### config.mk
export PLATFORM = sky130hd
export DESIGN_NAME = exception_ctrl_flat
export DESIGN_NICKNAME = d
export VERILOG_FILES = /design/src/rtl/exception_ctrl_if.sv /design/src/rtl/exception_ctrl.sv /design/src/flat_wrapper.sv
export SDC_FILE = /design/constraint.sdc
export NUM_CORES = 1
export LEC_CHECK = 0
export ABC_CLOCK_PERIOD_IN_PS = 2890
export BUFFER_PORTS_ARGS = -buffer_cell sky130_fd_sc_hd__buf_2
export CORE_MARGIN = 2
export CORE_UTILIZATION = 30
export CTS_CLUSTER_SIZE = 12
export DETAILED_ROUTE_END_ITERATION = 8
export GPL_ROUTABILITY_DRIVEN = 0
export GPL_TIMING_DRIVEN = 0
export HOLD_SLACK_MARGIN = 0.06
export PLACE_DENSITY = 0.65
export SETUP_SLACK_MARGIN = 0.02
export SLEW_MARGIN = 20
export SYNTH_ARGS = -nofsm -noshare
export SYNTH_HDL_FRONTEND = slang
export SYNTH_SLANG_ARGS = --single-unit
### constraint.sdc
create_clock -name Clock -period 2.89 [get_ports Clock]
set_input_delay 0.289 -clock Clock [delete_from_list [all_inputs] [get_ports Clock]]
set_output_delay 0.289 -clock Clock [all_outputs]
set_load 0.05 [all_outputs]
### src/rtl/exception_ctrl_if.sv
// Exception sequencer bus.
// It groups the control-unit flags, the PC and the memory data that flow into
// the sequencer, together with the EPC, PC and memory strobes it drives back.
//   slave  : the sequencer side. Flags, PC and Mem_Data are inputs; strobes and values are outputs.
//   master : the control-unit/datapath side. It has the opposite directions.
interface exception_ctrl_if;
  logic        AllowException;
  logic        OPCode_Error;
  logic        Overflow;
  logic        Div_Zero;
  logic [31:0] PC;
  logic [31:0] Mem_Data;
  logic        Exception_Signal;
  logic        EPC_Load;
  logic [31:0] EPC_Value;
  logic        Exc_Mem_Read;
  logic [31:0] Exc_Mem_Addr;
  logic        PC_Load;
  logic [31:0] PC_New;
  logic [1:0]  Exc_Cause;

  modport slave (
    input  AllowException, OPCode_Error, Overflow, Div_Zero, PC, Mem_Data,
    output Exception_Signal, EPC_Load, EPC_Value, Exc_Mem_Read, Exc_Mem_Addr,
           PC_Load, PC_New, Exc_Cause
  );

  modport master (
    output AllowException, OPCode_Error, Overflow, Div_Zero, PC, Mem_Data,
    input  Exception_Signal, EPC_Load, EPC_Value, Exc_Mem_Read, Exc_Mem_Addr,
           PC_Load, PC_New, Exc_Cause
  );
endinterface

### src/rtl/exception_ctrl.sv
// Exception sequencer for the multicycle control unit.
// When an exception is raised, the sequencer takes over the datapath. It writes
// PC-4 into EPC, fetches the handler byte from the vector for the cause, and
// loads PC with that byte zero-extended. It then hands control back.
// Ports:
//   Clock : rising-edge clock.
//   Reset : asynchronous, active-high. It aborts any sequence that is in progress.
//   io    : exception_ctrl_if.slave. It carries the flags, PC and Mem_Data in,
//           and the Exception_Signal, EPC/PC strobes, memory read, and cause out.
module exception_ctrl #(
  parameter int MEM_LATENCY = 1,
  parameter int VEC_OPCODE  = 253,
  parameter int VEC_OVF     = 254,
  parameter int VEC_DIVZ    = 255
) (
  input logic             Clock,
  input logic             Reset,
  exception_ctrl_if.slave io
);
  typedef enum logic [1:0] {IDLE, S_EPC, S_WAIT, S_LOAD} state_t;

  localparam logic [3:0] WAIT_LAST = 4'(MEM_LATENCY - 1);

  state_t      state, nxt;
  logic [1:0]  cause, trig_cause;
  logic [31:0] epc_q, pc_new_q;
  logic [3:0]  cnt;
  logic        unused_hi;

  // Only the low byte of the vector word is meaningful.
  assign unused_hi = ^io.Mem_Data[31:8];

  // The opcode error is not gated by AllowException. It also wins over the other flags.
  always_comb begin
    trig_cause = 2'b00;
    if (io.OPCode_Error)                          trig_cause = 2'b01;
    else if (io.Div_Zero && io.AllowException)    trig_cause = 2'b11;
    else if (io.Overflow && io.AllowException)    trig_cause = 2'b10;
  end

  always_comb begin
    nxt = state;
    case (state)
      IDLE:    if (trig_cause != 2'b00) nxt = S_EPC;
      S_EPC:   nxt = S_WAIT;
      S_WAIT:  if (cnt == WAIT_LAST) nxt = S_LOAD;
      S_LOAD:  nxt = IDLE;
      default: nxt = IDLE;
    endcase
  end

  always_ff @(posedge Clock or posedge Reset) begin
    if (Reset) begin
      state    <= IDLE;
      cause    <= 2'b00;
      epc_q    <= '0;
      pc_new_q <= '0;
      cnt      <= '0;
    end else begin
      state <= nxt;
      case (state)
        IDLE: if (trig_cause != 2'b00) begin
          cause <= trig_cause;
          epc_q <= io.PC - 32'd4;
        end
        S_EPC:  cnt <= '0;
        S_WAIT: begin
          cnt <= cnt + 4'd1;
          if (cnt == WAIT_LAST) pc_new_q <= {24'b0, io.Mem_Data[7:0]};
        end
        default: ;
      endcase
    end
  end

  // The outputs are decoded from the registered state only.
  always_comb begin
    io.Exception_Signal = (state != IDLE);
    io.EPC_Load         = (state == S_EPC);
    io.Exc_Mem_Read     = (state == S_WAIT);
    io.PC_Load          = (state == S_LOAD);
    io.Exc_Mem_Addr     = '0;
    if (state == S_WAIT) begin
      case (cause)
        2'b01:   io.Exc_Mem_Addr = 32'(VEC_OPCODE);
        2'b10:   io.Exc_Mem_Addr = 32'(VEC_OVF);
        2'b11:   io.Exc_Mem_Addr = 32'(VEC_DIVZ);
        default: io.Exc_Mem_Addr = '0;
      endcase
    end
    io.EPC_Value = epc_q;
    io.PC_New    = pc_new_q;
    io.Exc_Cause = cause;
  end
endmodule

### src/flat_wrapper.sv
// flat-port wrapper written by rule: the top's interface ports become plain ports
module exception_ctrl_flat 
#(
  parameter int MEM_LATENCY = 1,
  parameter int VEC_OPCODE  = 253,
  parameter int VEC_OVF     = 254,
  parameter int VEC_DIVZ    = 255
)
  (Clock, Reset, io_AllowException, io_OPCode_Error, io_Overflow, io_Div_Zero, io_PC, io_Mem_Data, io_Exception_Signal, io_EPC_Load, io_EPC_Value, io_Exc_Mem_Read, io_Exc_Mem_Addr, io_PC_Load, io_PC_New, io_Exc_Cause);
  exception_ctrl_if io_i ();
  input logic Clock;
  input logic Reset;
  input wire logic [$bits(io_i.AllowException)-1:0] io_AllowException;
  input wire logic [$bits(io_i.OPCode_Error)-1:0] io_OPCode_Error;
  input wire logic [$bits(io_i.Overflow)-1:0] io_Overflow;
  input wire logic [$bits(io_i.Div_Zero)-1:0] io_Div_Zero;
  input wire logic [$bits(io_i.PC)-1:0] io_PC;
  input wire logic [$bits(io_i.Mem_Data)-1:0] io_Mem_Data;
  output wire logic [$bits(io_i.Exception_Signal)-1:0] io_Exception_Signal;
  output wire logic [$bits(io_i.EPC_Load)-1:0] io_EPC_Load;
  output wire logic [$bits(io_i.EPC_Value)-1:0] io_EPC_Value;
  output wire logic [$bits(io_i.Exc_Mem_Read)-1:0] io_Exc_Mem_Read;
  output wire logic [$bits(io_i.Exc_Mem_Addr)-1:0] io_Exc_Mem_Addr;
  output wire logic [$bits(io_i.PC_Load)-1:0] io_PC_Load;
  output wire logic [$bits(io_i.PC_New)-1:0] io_PC_New;
  output wire logic [$bits(io_i.Exc_Cause)-1:0] io_Exc_Cause;
  assign io_i.AllowException = io_AllowException;
  assign io_i.OPCode_Error = io_OPCode_Error;
  assign io_i.Overflow = io_Overflow;
  assign io_i.Div_Zero = io_Div_Zero;
  assign io_i.PC = io_PC;
  assign io_i.Mem_Data = io_Mem_Data;
  assign io_Exception_Signal = io_i.Exception_Signal;
  assign io_EPC_Load = io_i.EPC_Load;
  assign io_EPC_Value = io_i.EPC_Value;
  assign io_Exc_Mem_Read = io_i.Exc_Mem_Read;
  assign io_Exc_Mem_Addr = io_i.Exc_Mem_Addr;
  assign io_PC_Load = io_i.PC_Load;
  assign io_PC_New = io_i.PC_New;
  assign io_Exc_Cause = io_i.Exc_Cause;
  exception_ctrl #(.MEM_LATENCY(MEM_LATENCY), .VEC_OPCODE(VEC_OPCODE), .VEC_OVF(VEC_OVF), .VEC_DIVZ(VEC_DIVZ)) u_core (.Clock(Clock), .Reset(Reset), .io(io_i));
endmodule
After elaboration in Yosys (flattened, before gate mapping)
Index checks and enable logic that the tools add are counted.
{ "word_totals": {"register_bits": 48, "inputBits": 70, "output_inout_bits": 102, "elab_cells": 34} }
{ "classes": {"add_sub_neg": 2, "eq_ne": 8, "mux": 9, "reduce_logical": 10} }
{ "ops": {"columns": ["operator", "count"], "rows": [
  ["$mux W32", 1],
  ["$sub A32 B3 Y32 const B", 1],
  ["$pmux W8 S3", 1],
  ["$mux W2", 5],
  ["$eq A2 B2 Y1 const B", 4],
  ["$pmux W2 S4", 1],
  ["$pmux W4 S2", 1],
  ["$reduce_and A2 Y1", 3],
  ["$reduce_bool A2 Y1", 3],
  ["$add A4 B1 Y4 const B", 1],
  ["$eq A2 B1 Y1 const B", 2],
  ["$logic_not A4 Y1", 1],
  ["$ne A2 B1 Y1 const B", 2],
  ["$logic_and A1 B1 Y1", 2],
  ["$logic_not A2 Y1", 1]
]} }

Longest topological paths before layout
Gate-level depths: netlist (run 1).
{ "depth": {"depth_word": 7, "depth_mapped": 8, "mapped_depth_nobuf": 6} }

Least setup slack after synthesis (run 1)
OpenSTA, ideal clock, no wires.
{ "synth_path": {"path_kind": "reg2out", "start": "register u_core.state[0]", "end": "output port io_Exc_Mem_Addr[3]", "arrival_ns": 2.356, "required_ns": 2.601, "setup_slack_ns": 0.245, "path_stages_with_launch": 7, "path_cell_list": "dfrtp_1 > inv_1 > ha_1 > clkbuf_1 > and2_1 > or2_2 > buf_4"} }
{ "synth_via": {"elab_chain_len": 2} }
{ "synth_rtl": {"columns": ["element", "line", "rtl"], "rows": [
  ["start: declaration", "exception_ctrl.sv:24", "state_t state, nxt;"],
  ["start signal: assignment", "exception_ctrl.sv:60", "state <= nxt;"],
  ["$eq A2 B2 Y1", null, null],
  ["named net io_Exc_Mem_Read", "flat_wrapper.sv:22", "output wire logic [$bits(io_i.Exc_Mem_Read)-1:0] io_Exc_Mem_Read;"],
  ["$mux W32", "exception_ctrl.sv:83", "if (state == S_WAIT) begin"],
  ["end: declaration", "flat_wrapper.sv:23", "output wire logic [$bits(io_i.Exc_Mem_Addr)-1:0] io_Exc_Mem_Addr;"]
]} }
The timed path passes the listed nets, and every way through them passes these cells.

Final worst setup path (run 1)
{ "layout_path": {"start": "register u_core.state[0]", "end": "output port io_Exc_Mem_Addr[6]"} }
{ "layout_via": {"elab_chain_len": 2} }
{ "layout_rtl": {"columns": ["element", "line"], "rows": [
  ["$eq A2 B2 Y1", "exception_ctrl.sv:83"],
  ["$mux W32", "exception_ctrl.sv:83"]
]} }
No other way between the ends.

==> results.sh, run 1 <==
export IMPL_final_nets=554
export IMPL_place_area_um2=3800
export IMPL_cts_sinks=48
export IMPL_clkTransAtPathRegs_ns=0.09
export IMPL_drc_errors=0
export IMPL_path_cells="inv_1, ha_1, clkbuf_1, and2_1, or2_2, buf_4, buf_2"
export IMPL_holdPathEnd="u_core.io.EPC_Value[0]"
export IMPL_clock_root_buffer="clkbuf_8"
export IMPL_grt_first_pass_wirelength_um=11600
export IMPL_setup_viol=0
export IMPL_cp_slowest_stage_delay_ns=0.40
export IMPL_cp_start_kind="flop"
export IMPL_status="complete, no violations"
export IMPL_grt_total_usage_pct=13.9
export IMPL_p_clk_share_pct=9.4
export IMPL_grt_max_degree=31
export IMPL_ys_warn_count=0
export IMPL_routedWlPerCell_um=12.5
export IMPL_synth_main_ff_cell="dfrtp_1"
export IMPL_synth_top_area_share_pct=40.8
export IMPL_dieWidth_um=103
export IMPL_netlist_top_cells_count="buf_4 (53), dfrtp_1 (48), nand2_1 (28)"
export IMPL_row_count=36
export IMPL_cp_max_fo=9
export IMPL_die_h_um=103
export IMPL_slew_viol_final=0
export IMPL_drt_iter0_drc=100
export IMPL_synth_area_top_cells="dfrtp_1 (41%), buf_4 (14%), o21ai_0 (4.2%)"
export IMPL_antenna_found_initial=0
export IMPL_crit_slowest_cell="dfrtp_1"
export IMPL_cts_buffers=5
export IMPL_fin_skew_ns=0.00566
export IMPL_ff2ff_path_depth=8
export IMPL_p_int_uw=1900
export IMPL_synth_edff_count=0
export IMPL_htreeDepth=2
export IMPL_p_sw_share_pct=57.6
export IMPL_seq_area_frac_synth_pct=40.8
export IMPL_yosys_area_top_type="dfrtp_1"
export IMPL_synthArstFlopShare_pct=100
export IMPL_min_period_over_period_pct=81.5
export IMPL_vdd_ir_drop_max_mv=0.570
export IMPL_tns_ns=0
export IMPL_dp_hpwl_um=6070
export IMPL_netlist_area_um2=2940
export IMPL_synth_most_common_cell="buf_4"
export IMPL_clockBufferDepth=2
export IMPL_cap_violations=0
export IMPL_initial_core_util_pct=30.5
export IMPL_cts_setup_buffers=0
export IMPL_hold_path_startpoint="io_PC[0]"
export IMPL_area_delta_synth_final_pct=32.6
export IMPL_grt_pass1_vias=2418
export IMPL_critPathKind="reg -> out"
export IMPL_die_area_um2=10600
export IMPL_max_freq_ghz=0.424
export IMPL_fin_crit_ns=2.36
export IMPL_hold_depth=3
export IMPL_p_switching_uw=2590
export IMPL_rr_endpoint="u_core.io.EPC_Value[23]"
export IMPL_synth_distinct_cells=37
export IMPL_p_leak_uw=0.00189
export IMPL_ff2ff_setup_slack_ns=0.70
export IMPL_n_antenna_cell=0
export IMPL_ant_nets=0
export IMPL_power_frac_comb_pct=64.7
export IMPL_power_density_nw_per_um2=1150
export IMPL_worst_pin_slew_ns=0.642
export IMPL_vias_per_cell=4.35
export IMPL_core_area_um2=9640
export IMPL_rsz0062_at_grt="no"
export IMPL_avgSynthCellArea_um2=9.14
export IMPL_drtPass1Iterations=4
export IMPL_seqPwrFrac_pct=25.9
export IMPL_slew_headroom_pct=56.8
export IMPL_drive_above_1_share_pct=37.9
export IMPL_syn_inst=322
export IMPL_crit_arrival_ns=2.07
export IMPL_worstReg2RegStart="u_core.state[0]"
export IMPL_ios=172
export IMPL_cts_tree="yes"
export IMPL_dp_cells=602
export IMPL_design_area_um2=3910
export IMPL_routed_wl_um=7620
export IMPL_worstSetupEndpointType="primary output"
export IMPL_clk_latency_ns=0.30
export IMPL_yosys_register_bits=48
export IMPL_hold_viol=0
export IMPL_hp_class="in -> reg"
export IMPL_globalRouteOverflowTotal=0
export IMPL_io_buffers=99
export IMPL_route_vias_total=2655
export IMPL_worst_ep_required_time_ns=2.60
export IMPL_layoutNonFillerInstCount=611
==> power by group through the flow <==
stage	sequential (uW)	combinational [uW]	clock [uW]
2_1_floorplan	2180	1280	0
3_3_place_gp	1160	2890	0
3_5_place_dp	1180	2930	0
4_1_cts	1170	2930	438
5_1_grt	1210	3120	463
6_report	1170	2910	423
==> cells by family after synthesis <==
group,after synthesis,share of synthesized area (%)
multiplexers,9,3.44
XOR/XNOR,12,3.57
adder cells (fa/ha/maj),7,2.97
other,1,0.127
AO/OA/AOI/OAI,60,12.5
flip-flops,48,40.8
AND/OR/NAND/NOR,110,20.3
buffers and inverters,75,16.3
==> worst max-delay path, delay by kind of cell, from the launching register on <==
| kind | cells | cell delay [ns] |
|---|---|---|
| AND/OR/NAND/NOR | 2 | 0.55 |
| flip-flops | 1 | 0.40 |
| adder cells (fa/ha/maj) | 1 | 0.21 |
| buffers and inverters | 4 | 0.61 |
==> registers in the layout, summed over array words and instances (netlist names) <==
name and cells:
u_core.cnt 4, u_core.io.EPC_Value 32, u_core.io.Exc_Cause 2, u_core.io.PC_New 8, u_core.state 2
==> worst max path at each step <==
stage	end	start	slack, ns	depth (start not counted)
floorplan	io_Exc_Mem_Addr[3]	u_core.state[0]	0.25	6
global placement	u_core.io.EPC_Value[26]	io_PC[2]	0.44	8
detailed placement	u_core.io.EPC_Value[26]	io_PC[2]	0.41	8
CTS	io_Exc_Mem_Addr[5]	u_core.state[0]	0.51	7
global route	io_Exc_Mem_Addr[6]	u_core.state[0]	0.39	7
finish	io_Exc_Mem_Addr[6]	u_core.state[0]	0.53	7
==> cell type report <==
| type | instances | area [um2] |
|---|---|---|
| fill | 1023 | 5730 |
| clock buffer | 6 | 82.6 |
| buffer | 65 | 443 |
| clock inverter | 2 | 10.0 |
| tap | 133 | 166 |
| multi-input combinational | 246 | 1440 |
| timing repair buffer | 101 | 526 |
| inverter | 10 | 37.5 |
| sequential | 48 | 1200 |
==> layout by cell type, fill, tap and decap left out, types with 2 or more instances in the layout <==
| cell type | count |
|---|---|
| a21oi_1 | 2 |
| a31oi_1 | 16 |
| and2_1 | 3 |
| buf_2 | 99 |
| buf_4 | 53 |
| clkbuf_1 | 12 |
| clkbuf_8 | 6 |
| clkinv_2 | 2 |
| conb_1 | 48 |
| dfrtp_1 | 48 |
| ha_1 | 7 |
| inv_1 | 9 |
| mux2_2 | 9 |
| nand2_1 | 28 |
| nand3_1 | 8 |
| nand3b_1 | 2 |
| nand4_1 | 5 |
| nand4b_1 | 2 |
| nor2_1 | 26 |
| nor3_1 | 4 |
| nor4_1 | 5 |
| o21a_1 | 2 |
| o21ai_0 | 25 |
| o22a_1 | 2 |
| o31ai_1 | 11 |
| or2_2 | 3 |
| or3_1 | 5 |
| or4_1 | 10 |
| or4_2 | 2 |
| xnor2_1 | 3 |
| xor2_1 | 9 |
==> routing by layer <==
layer | global-route usage [%] | routed length (um) | vias up
met2 | 24.7 | 3690 | 109
met1 | 16.6 | 3160 | 1195
li1 | - | - | 1345
met5 | 0 | 0 | -
met3 | 3.80 | 701 | 6
met4 | 3.34 | 67 | 0
==> repair_timing <==
item | 4_1_cts | 5_1_grt
hold buffers | 1 | 0
endpoints found under the hold margin | 18 | 0
gates resized for setup | 0 | 0
==> per-stage QoR <==
| stage | total power, uW | hold WS [ns] | util [%] | worst slack, ns |
|---|---|---|---|---|
| floorplan | 3460 | 0.375 | - | 0.245 |
| global placement | 4050 | 0.461 | 39.2 | 0.440 |
| detailed placement | 4110 | 0.336 | 39.4 | 0.407 |
| CTS | 4540 | 0.164 | 40.5 | 0.512 |
| global route | 4790 | 0.182 | 40.5 | 0.391 |
| finish | 4490 | 0.176 | 40.5 | 0.534 |
Power figures use the tool's default switching activity.
==> run 2: changes to the inputs <==
Settings changed: ABC_CLOCK_PERIOD_IN_PS 2890 to 1900, PLACE_DENSITY 0.65 to 0.67.
Clock period 2.89 ns to 1.9 ns, I/O delays scaled along.
==> run 2 against run 1 <==
Net effect: via count grew 1.3%; design area is 3.3% higher; sequential share of layout area is 0.98 points lower.
==> results.sh, run 2 (synthesis results as in run 1) <==
export IMPL_status="complete, no violations"
export IMPL_worstSetupEndpointType="primary output"
export IMPL_grt_max_degree=26
export IMPL_fin_skew_ns=0.0117
export IMPL_regArea_um2=1200
export IMPL_path_cells="ha_4, and2_4, or2_4, buf_4, buf_6"
export IMPL_drc_errors=0
export IMPL_slew_viol_final=0
export IMPL_cp_max_fo=6
export IMPL_globalRouteOverflowTotal=0
export IMPL_dp_hpwl_um=6120
export IMPL_routed_wl_um=7680
export IMPL_fillers=993
export IMPL_fin_crit_ns=1.81
export IMPL_antenna_found_initial=0
export IMPL_worst_pin_slew_ns=0.702
export IMPL_largest_reg_flops=32
export IMPL_route_vias_total=2690
export IMPL_place_area_um2=3830
export IMPL_cts_buffers=5
export IMPL_final_setup_worst_slack_ns=0.0891
export IMPL_min_period_over_period_pct=95.3
export IMPL_setup_viol=0
export IMPL_area_delta_synth_final_pct=37.0
export IMPL_initial_core_util_pct=30.5
export IMPL_detailedPlace_worstSlack_ns=-0.478
export IMPL_grtUsageMet3_pct=4.20
export IMPL_design_area_um2=4030
export IMPL_slew_headroom_pct=52.8
export IMPL_cap_violations=0
export IMPL_htreeDepth=2
export IMPL_critPathKind="reg -> out"
export IMPL_crit_arrival_ns=1.62
export IMPL_max_freq_ghz=0.552
export IMPL_top_usage_layer="met2"
export IMPL_core_area_um2=9640
export IMPL_cts_sinks=48
export IMPL_io_buffers=99
export IMPL_cp_start_kind="flop"
export IMPL_final_nets=558
export IMPL_drive_above_1_share_pct=41.1
export IMPL_n_antenna_cell=0
export IMPL_cp_slowest_stage_delay_ns=0.43
export IMPL_dieWidth_um=103
export IMPL_crit_slowest_cell="dfrtp_1"
export IMPL_power_density_nw_per_um2=1760
export IMPL_vias_per_cell=4.37
export IMPL_final_cell_mix="buf_2 (94), buf_4 (60), conb_1 (48), dfrtp_1 (48), nand2_1 (28)"
export IMPL_grtUsageMet2_pct=24.1
export IMPL_hp_class="in -> reg"
export IMPL_ant_nets=0
export IMPL_clockBufferDepth=2
export IMPL_final_common_cell="buf_2"
export IMPL_die_area_um2=10600
export IMPL_drtPass1Iterations=4
export IMPL_cts_tree="yes"
export IMPL_met1_usage_pct=17.6
export IMPL_p_leak_uw=0.00195
export IMPL_vdd_ir_drop_max_mv=0.860
export IMPL_worst_ep_required_time_ns=1.71
export IMPL_die_h_um=103
export IMPL_hold_viol=0
export IMPL_drt_iter0_drc=111
export IMPL_rsz0062_at_grt="no"
export IMPL_grt_pass1_vias=2480
export IMPL_ios=172
export IMPL_post_route_util_pct=41.8
export IMPL_grt_total_usage_pct=14.1
export IMPL_multi_input_area_um2=1480
export IMPL_row_count=36
export IMPL_clk_latency_ns=0.31
export IMPL_clkTransAtPathRegs_ns=0.10
export IMPL_clock_root_buffer="clkbuf_8"
export IMPL_grt_first_pass_wirelength_um=11700
export IMPL_routedWlPerCell_um=12.5
==> run 2: cell types whose count changed in the layout (fill, tap and decap cells not counted), moves of 5 or more <==
cell | before | now
buf_4 | 53 | 60
buf_6 | 0 | 5
buf_2 | 99 | 94
clkbuf_1 | 12 | 6
==> run 2: path summary, 6_finish.rpt <==
| path | from | endpoint | slack, ns | depth (start not counted) |
|---|---|---|---|---|
| min in group asynchronous | Reset | u_core.io.EPC_Value[7] | 0.50 | 3 |
| max in group asynchronous | Reset | u_core.io.EPC_Value[28] | 0.88 | 4 |
| worst max-delay path | u_core.state[1] | io_Exc_Mem_Addr[6] | 0.09 | 5 |
| worst min register to register | u_core.io.EPC_Value[14] | u_core.io.EPC_Value[14] | 0.48 | 2 |
| worst max register to register | u_core.state[0] | u_core.io.PC_New[0] | 0.15 | 6 |
| worst min-delay path | io_PC[0] | u_core.io.EPC_Value[0] | 0.08 | 3 |
==> run 2: metal layers <==
metal	vias up	part of all wire, %
met1	1218	43
met5	-	0
met2	111	47
met4	0	0.78
met3	6	8.8
li1	1355	-
==> run 2: final cells by class <==
class / count / area share [%]
Inverter: 10 / 0.931
Clock inverter: 2 / 0.341
Buffer: 62 / 10.9
Multi-Input combinational cell: 246 / 36.6
Timing Repair Buffer: 108 / 15.3
Tap cell: 133 / 4.13
Clock buffer: 6 / 2.05
Sequential cell: 48 / 29.8
==> run 2: per-stage QoR <==
step                power, uW  setup TNS [ns]  hold slack (ns)  std cells
floorplan                5320               0            0.276        369
global placement         6210           -7.50            0.400        601
detailed placement       6300           -5.14            0.286        602
CTS                      7060               0           0.0701        612
global route             7590               0           0.0741        615
finish                   7120               0           0.0775        615
==> run 2: what timing repair did <==
| action | CTS | global route |
|---|---|---|
| endpoints found under the setup margin | 34 | 28 |
| gates resized for setup | 10 | 9 |
| pin swaps | 0 | 2 |
| endpoints found under the hold margin | 23 | 0 |
| hold buffers | 1 | 0 |
| buffers inserted | 3 | 4 |
| cloned | 0 | 0 |
==> run 2: report_power, final <==
group          internal, uW  switching, uW  leakage [uW]
Sequential             1510            265      0.000570
Clock                   298            352     0.0000516
Combinational          1320           3380       0.00133
==> run 2: worst max-delay path: cells and delay by family, from the launching register on <==
family	cells	cell delay (ns)
and+or+nand+nor	2	0.42
buffers and inverters	2	0.28
DFF	1	0.43
adders and majority gates	1	0.19
